<file path="config.mk">
export PLATFORM = sky130hd
export DESIGN_NAME = turn_sequencer
export DESIGN_NICKNAME = d
export VERILOG_FILES = /design/src/rtl/turn_sequencer.sv
export SDC_FILE = /design/constraint.sdc
export NUM_CORES = 1
export LEC_CHECK = 0
export CAP_MARGIN = 20
export CELL_PAD_IN_SITES_DETAIL_PLACEMENT = 0
export CELL_PAD_IN_SITES_GLOBAL_PLACEMENT = 2
export CORE_AREA = 2 2 97 99
export DETAILED_ROUTE_END_ITERATION = 16
export DIE_AREA = 0 0 99 101
export GPL_TIMING_DRIVEN = 0
export PLACE_DENSITY = 0.77
export SLEW_MARGIN = 10
export SYNTH_ARGS = -nofsm -noshare
export SYNTH_HDL_FRONTEND = slang
export SYNTH_SLANG_ARGS = --single-unit
</file>
<file path="constraint.sdc">
create_clock -name clk -period 2.16 [get_ports clk]
set_input_delay 0.324 -clock clk [delete_from_list [all_inputs] [get_ports clk]]
set_output_delay 0.324 -clock clk [all_outputs]
set_load 0.02 [all_outputs]
</file>
<file path="src/rtl/turn_sequencer.sv">
// rtl/turn_sequencer.sv - two-player turn scheduler: key-to-command, board handshake, turn timer, bomb budgets
module turn_sequencer #(
   parameter int CLK_HZ   = 100_000_000,
   parameter int TURN_SEC = 30,
   parameter int BOOMS    = 3
) (
   input  logic       clk,
   input  logic       rst,
   input  logic [3:0] p1_dir,
   input  logic       p1_place,
   input  logic       p1_boom,
   input  logic [3:0] p2_dir,
   input  logic       p2_place,
   input  logic       p2_boom,
   input  logic       start_k,
   input  logic       pause_k,
   output logic       cmd_valid,
   input  logic       cmd_ready,
   output logic       cmd_player,
   output logic [2:0] cmd_op,
   input  logic       place_done,
   input  logic [1:0] win,
   output logic [2:0] state,
   output logic       turn,
   output logic [5:0] time_left,
   output logic [1:0] booms1,
   output logic [1:0] booms2,
   output logic [1:0] winner,
   output logic       music_en
);

   localparam int         PW          = (CLK_HZ > 1) ? $clog2(CLK_HZ) : 1;
   localparam logic [PW-1:0] PRESC_MAX = PW'(CLK_HZ - 1);
   localparam logic [5:0] TIME_RELOAD = 6'(TURN_SEC);
   localparam logic [1:0] BOOM_RELOAD = 2'(BOOMS);

   typedef enum logic [2:0] {
      S_IDLE  = 3'd0,
      S_PLAY  = 3'd1,
      S_WAIT  = 3'd2,
      S_PAUSE = 3'd3,
      S_OVER  = 3'd4
   } state_t;

   state_t        state_q, state_d;
   logic          turn_q, turn_d;
   logic [5:0]    time_q, time_d;
   logic [PW-1:0] presc_q, presc_d;
   logic [1:0]    booms1_q, booms1_d;
   logic [1:0]    booms2_q, booms2_d;
   logic [1:0]    winner_q, winner_d;
   logic          cmd_valid_q, cmd_valid_d;
   logic          cmd_player_q, cmd_player_d;
   logic [2:0]    cmd_op_q, cmd_op_d;

   logic [3:0] act_dir;
   logic       act_place, act_boom;
   logic [1:0] act_booms;
   logic       key_hit;
   logic [2:0] key_op;
   logic       tick, expire;

   // Only the active player's keys are decoded; an empty bomb budget masks boom.
   always_comb begin
      act_dir   = turn_q ? p2_dir   : p1_dir;
      act_place = turn_q ? p2_place : p1_place;
      act_boom  = turn_q ? p2_boom  : p1_boom;
      act_booms = turn_q ? booms2_q : booms1_q;
      key_hit   = 1'b1;
      key_op    = 3'd0;
      if (act_boom && act_booms != 2'd0) key_op = 3'd5;
      else if (act_place)                key_op = 3'd4;
      else if (act_dir[3])               key_op = 3'd0;
      else if (act_dir[2])               key_op = 3'd1;
      else if (act_dir[1])               key_op = 3'd2;
      else if (act_dir[0])               key_op = 3'd3;
      else                               key_hit = 1'b0;
   end

   assign tick   = (presc_q == PRESC_MAX);
   assign expire = tick && (time_q == 6'd1);

   always_comb begin
      state_d      = state_q;
      turn_d       = turn_q;
      time_d       = time_q;
      presc_d      = presc_q;
      booms1_d     = booms1_q;
      booms2_d     = booms2_q;
      winner_d     = winner_q;
      cmd_valid_d  = cmd_valid_q;
      cmd_player_d = cmd_player_q;
      cmd_op_d     = cmd_op_q;
      unique case (state_q)
         S_IDLE: begin
            if (start_k) begin
               state_d  = S_PLAY;
               turn_d   = 1'b0;
               time_d   = TIME_RELOAD;
               presc_d  = '0;
               booms1_d = BOOM_RELOAD;
               booms2_d = BOOM_RELOAD;
               winner_d = 2'd0;
            end
         end
         S_PLAY: begin
            if (cmd_valid_q) begin
               if (cmd_ready) begin
                  cmd_valid_d = 1'b0;
                  if (cmd_op_q >= 3'd4) state_d = S_WAIT;
                  if (cmd_op_q == 3'd5) begin
                     if (turn_q) booms2_d = booms2_q - 2'd1;
                     else        booms1_d = booms1_q - 2'd1;
                  end
               end
            end else if (pause_k) begin
               state_d = S_PAUSE;
            end else begin
               if (tick) begin
                  presc_d = '0;
                  if (expire) begin
                     turn_d = ~turn_q;
                     time_d = TIME_RELOAD;
                  end else begin
                     time_d = time_q - 6'd1;
                  end
               end else begin
                  presc_d = presc_q + PW'(1);
               end
               // A forfeit in the same cycle swallows the key.
               if (key_hit && !expire) begin
                  cmd_valid_d  = 1'b1;
                  cmd_player_d = turn_q;
                  cmd_op_d     = key_op;
               end
            end
         end
         S_WAIT: begin
            if (place_done) begin
               if (win != 2'd0) begin
                  state_d  = S_OVER;
                  winner_d = win;
               end else begin
                  state_d = S_PLAY;
                  turn_d  = ~turn_q;
                  time_d  = TIME_RELOAD;
                  presc_d = '0;
               end
            end
         end
         S_PAUSE, S_OVER: begin
            if (start_k) begin
               state_d     = S_IDLE;
               turn_d      = 1'b0;
               time_d      = TIME_RELOAD;
               presc_d     = '0;
               booms1_d    = BOOM_RELOAD;
               booms2_d    = BOOM_RELOAD;
               winner_d    = 2'd0;
               cmd_valid_d = 1'b0;
            end else if (pause_k && state_q == S_PAUSE) begin
               state_d = S_PLAY;
            end
         end
         default: state_d = S_IDLE;
      endcase
   end

   always_ff @(posedge clk or posedge rst) begin
      if (rst) begin
         state_q      <= S_IDLE;
         turn_q       <= 1'b0;
         time_q       <= TIME_RELOAD;
         presc_q      <= '0;
         booms1_q     <= BOOM_RELOAD;
         booms2_q     <= BOOM_RELOAD;
         winner_q     <= 2'd0;
         cmd_valid_q  <= 1'b0;
         cmd_player_q <= 1'b0;
         cmd_op_q     <= 3'd0;
      end else begin
         state_q      <= state_d;
         turn_q       <= turn_d;
         time_q       <= time_d;
         presc_q      <= presc_d;
         booms1_q     <= booms1_d;
         booms2_q     <= booms2_d;
         winner_q     <= winner_d;
         cmd_valid_q  <= cmd_valid_d;
         cmd_player_q <= cmd_player_d;
         cmd_op_q     <= cmd_op_d;
      end
   end

   assign state      = state_q;
   assign turn       = turn_q;
   assign time_left  = time_q;
   assign booms1     = booms1_q;
   assign booms2     = booms2_q;
   assign winner     = winner_q;
   assign cmd_valid  = cmd_valid_q;
   assign cmd_player = cmd_player_q;
   assign cmd_op     = cmd_op_q;
   assign music_en   = (state_q == S_PLAY) || (state_q == S_WAIT);

endmodule

</file>
# After elaboration in Yosys (flattened, before gate mapping)
# Cells that the tools add are included.
# W data, S select, Z words.
# totals
wordCells,137
inputBits,20
reg_bits,48
# classes
muxes,69
bitwise,3
n_addsub,4
eq_ne,26
reduce_logical,24
magnitude_cmp,1
# op_table
operator,n
$mux W27,6
$pmux W27 S3,1
$mux W6,7
$mux W2,17
$mux W3,11
$ne A2 B2 Y1 const B,14
$add A27 B1 Y27 const B,1
$eq A27 B27 Y1 const B,1
$reduce_and A6 Y1,4
$mux W1,19
$pmux W6 S3,1
$ne A3 B3 Y1 const B,4
$pmux W2 S2,3
$pmux W3 S4,1
$reduce_bool A2 Y1,5
$reduce_and A4 Y1,2
$reduce_and A8 Y1,1
$reduce_and A7 Y1,1
$eq A3 B2 Y1 const B,2
$eq A3 B3 Y1 const B,2
$eq A6 B1 Y1 const B,1
$sub A6 B1 Y6 const B,1
$logic_and A1 B1 Y1,4
$mux W4,1
other kinds (14),17

# Logic depth before layout (Yosys ltp)
# depth
word_depth,12
depth_mapped,8
ltp_nobuf,6

# Worst setup path before layout
# Ideal clock, no wire load.
# synth_timing
kind,reg2reg
startpoint,"register cmd_valid_q, in the netlist cmd_valid"
endpoint,register presc_q[22]
period_less_slack_ns,2.037
stages_incl_launch_ff,8
t_arrival_ns,1.960
setup_time_ns,0.077
setup_slack_ns,0.123
path_cell_list,dfrtp_1 > clkbuf_1 > nor3_1 > o221a_2 > nand4_1 > clkbuf_1 > or4_1 > a21oi_1
# synth_between
elab_chain_cells,2
# synth_rtl
item,line,text
from (decl),52,"logic cmd_valid_q, cmd_valid_d;"
from (signal assigned),189,cmd_valid_q <= cmd_valid_d;
$ne A2 B2 Y1 (no line),-,
$reduce_and A6 Y1 (no line),-,
to (signal assigned),185,presc_q <= presc_d;
to (decl),48,"logic [PW-1:0] presc_q, presc_d;"
# No other way between the ends.
# A chain may end at the register's enable or synchronous reset.

# Worst setup path in the final report
# layout_timing
startpoint,"register state_q[1], in the netlist state[1]"
endpoint,register presc_q[18]
# layout_between
elab_chain_cells,4
# layout_rtl
item,line,text
from (decl),45,"state_t state_q, state_d;"
from (signal assigned),182,state_q <= state_d;
"$eq A3 B2 Y1, or another cell as far along",94,unique case (state_q)
$reduce_or A3 Y1 (no line),-,
$ne A2 B1 Y1 (no line) or $reduce_bool A3 Y1 (tied branches),-,
$reduce_and A6 Y1 (no line),-,
# Several ways; a longest one is shown, not always the timed one.

==> metrics.yaml <==
drtIter0Drc: 65
synth_commonest_cells: "40 x dfrtp_1, 32 x nor2_1, 23 x a21oi_1"
r2r-start: "state[1]"
muxShareOfSynthArea: 0.0369
ys.flop_type: "dfrtp_1"
postLayoutCellArea_um2: 3980
route.antenna.remaining_nets: 0
maxCapViolCount: 0
syn-num-nets: 357
cts_root_buf: "clkbuf_8"
reg2reg_to: "presc_q[18]"
cp_num_buf_inv: 1
die_h_um: 101
area_growth_pct: 33.3
regToRegSetupSlack_ns: 0.07
synth-seq-cells: 48
dr.pass1.iters: 4
cp-end-kind: "register"
grt_max_degree: 29
path_depth: 6
htreeDepth: 2
synth_top_cell_by_area: "dfrtp_1"
viasPerCell: 5.51
rsz0062_at_grt: "yes"
globalplace.congestion: 0.766
overflow: 0
nets: 423
cp.required_ns: 2.40
grt_pass1_wl_mm: 13.4
start_util: 0.333
cts_buffers: 5
clk_latency_ns: 0.30
crit_slowest_cell: "or4_1"
synth-compound-area-share: 0.170
pre_cts_ws_ns: -0.635
cts.sinks: 48
cts.clk_slew.worst_paths_ns: 0.09
critical_path_arrival_ns: 2.32
drc_errors: 0
wl_per_cell_um: 15.7
worstSetupStartpointType: "register"
yosysMostFrequentCell: "dfrtp_1"
synth_edf_count: 0
path_cells: "nor4bb_4, a211oi_4, nand4_1, buf_4, or4_1, a21oi_1"
fill_cells: 895
drt_wl_total_mm: 8.05
io_pins: 42
reg2regPathDepth: 6
setup_viol: 0
total_power_w: 0.00456
gr-usage-all-layers: 0.162
core_area_um2: 8980
dieArea_um2: 10000
synth-adder-area-share: 0.0126
place_area_um2: 3550
cts_tree: "done"
synthCells: 334
synth_area_um2: 2990
critPathTopFamily: "simple AND/OR/NAND/NOR gates"
yosysSeqAreaShare: 0.406
cts_max_path_buffers: 2
period_minus_slack_ns: 2.09
die_x_um: 99
yosysWarnings: 0
n_antenna_cell: 0
grt_pass1_vias: 2763
worst_slew_pin_slew_ns: 0.480
hold_path_class: "input port to asynchronous set/reset pin"
synth_xor_area_frac: 0.0323
fin_skew_ns: 0.00680
ir_drop_mv: 0.344
hpwl_mm: 5.74
synth_area_leaders: "dfrtp_1 34%, dfstp_2 7.0%, nor2_1 4.0%"
power_density_nw_per_um2: 1150
final.setup.tns_ns: 0
min_period_over_period: 0.966
slew_headroom: 0.678
hold_viol: 0
async_flop_share: 1.00
p_leak_nw: 1.62
via_count: 2819
status: "completed"
antenna_found_initial: 0
num_rows: 35
synth-simple-area-share: 0.293
final.setup.worst_slack_ns: 0.0737
layout-drive-gt1-share: 0.234
timing.fmax_mhz: 479
crit_fanout: 8
synth.distinct_cells: 60
portBuffers: 41
critPathMaxStageDelay_ns: 0.49
synth_top_area_frac: 0.335
hold_buffers: 0
syn_area_per_cell_um2: 8.94
drv_slew: 0
critPathKind: "register to register"
synth_top_family_by_area: "simple AND/OR/NAND/NOR gates"
## layout by cell type (no fill, tap or decap), types with 5 or more instances in the layout
| master | count |
|---|---|
| a21oi_1 | 17 |
| a21oi_2 | 6 |
| and2_1 | 8 |
| and3_1 | 5 |
| buf_4 | 22 |
| buf_6 | 5 |
| clkbuf_8 | 7 |
| clkdlybuf4s50_1 | 39 |
| dfrtp_1 | 34 |
| dfrtp_2 | 6 |
| dfstp_2 | 8 |
| inv_1 | 15 |
| mux2_2 | 8 |
| nand2_1 | 17 |
| nand3_1 | 17 |
| nand4_1 | 16 |
| nor2_1 | 30 |
| nor3_1 | 10 |
| nor4_1 | 7 |
| o21ai_0 | 12 |
| o31ai_1 | 8 |
| or4_4 | 5 |
| xor2_1 | 10 |
## worst max-delay path by stage
stage	startpoint	to	slack [ns]
global placement	start_k	presc_q[23]	-0.65
CTS	state[1]	presc_q[17]	0.01
floorplan	cmd_valid	presc_q[22]	0.12
detailed placement	start_k	presc_q[24]	-0.63
global route	presc_q[9]	presc_q[21]	-0.04
finish	state[1]	presc_q[18]	0.07
## state kept, by name, indices dropped and copies added (netlist names), 2 cells and up
signal	flops
cmd_op	3
presc_q	27
state	3
winner	2
booms2	2
booms1	2
time_left	6
## stage by stage
stage | hold slack, ns | cells | util
detailed placement | 0.491 | 487 | 0.396
CTS | 0.366 | 499 | 0.416
floorplan | 0.464 | 334 | -
finish | 0.357 | 512 | 0.443
global placement | 0.486 | 486 | 0.394
global route | 0.387 | 512 | 0.443
## repair_timing
item | in CTS | in global routing
gates resized for setup | 17 | 48
buffers inserted | 5 | 13
cloned | 0 | 1
endpoints found under the setup margin | 36 | 36
pin swaps | 4 | 13
endpoints found under the hold margin | 0 | 0
## cells by family after synthesis
kind of cell	count (synthesis)
simple gates	152
compound gates	76
flops	48
buf+inv	34
xor+xnor	11
mux	10
fa+ha+maj	3
## area by class of cell
class	instances	area (µm²)	share of cell area
clock buffer	6	82.6	0.0208
inverter	16	60.1	0.0151
multi-input combinational	252	1770	0.445
clock inverter	2	10.0	0.00252
timing repair buffer	61	572	0.144
tap	111	139	0.0349
buffer	16	126	0.0318
sequential	48	1220	0.306
## routing by layer
metal,vias to the layer above,GRT usage,share of wire
met4,0,0.0390,0.017
met5,-,0,0
li1,1389,-,-
met1,1374,0.211,0.46
met2,42,0.280,0.49
met3,14,0.0312,0.035
## power breakdown
| group | switching [W] | leakage, nW | total [W] | internal [W] |
|---|---|---|---|---|
| registers | 0.000264 | 0.611 | 0.00142 | 0.00116 |
| logic | 0.00141 | 0.957 | 0.00257 | 0.00116 |
| clock network | 0.000312 | 0.0510 | 0.000569 | 0.000256 |
No activity file was read; power rests on OpenSTA's default activity.
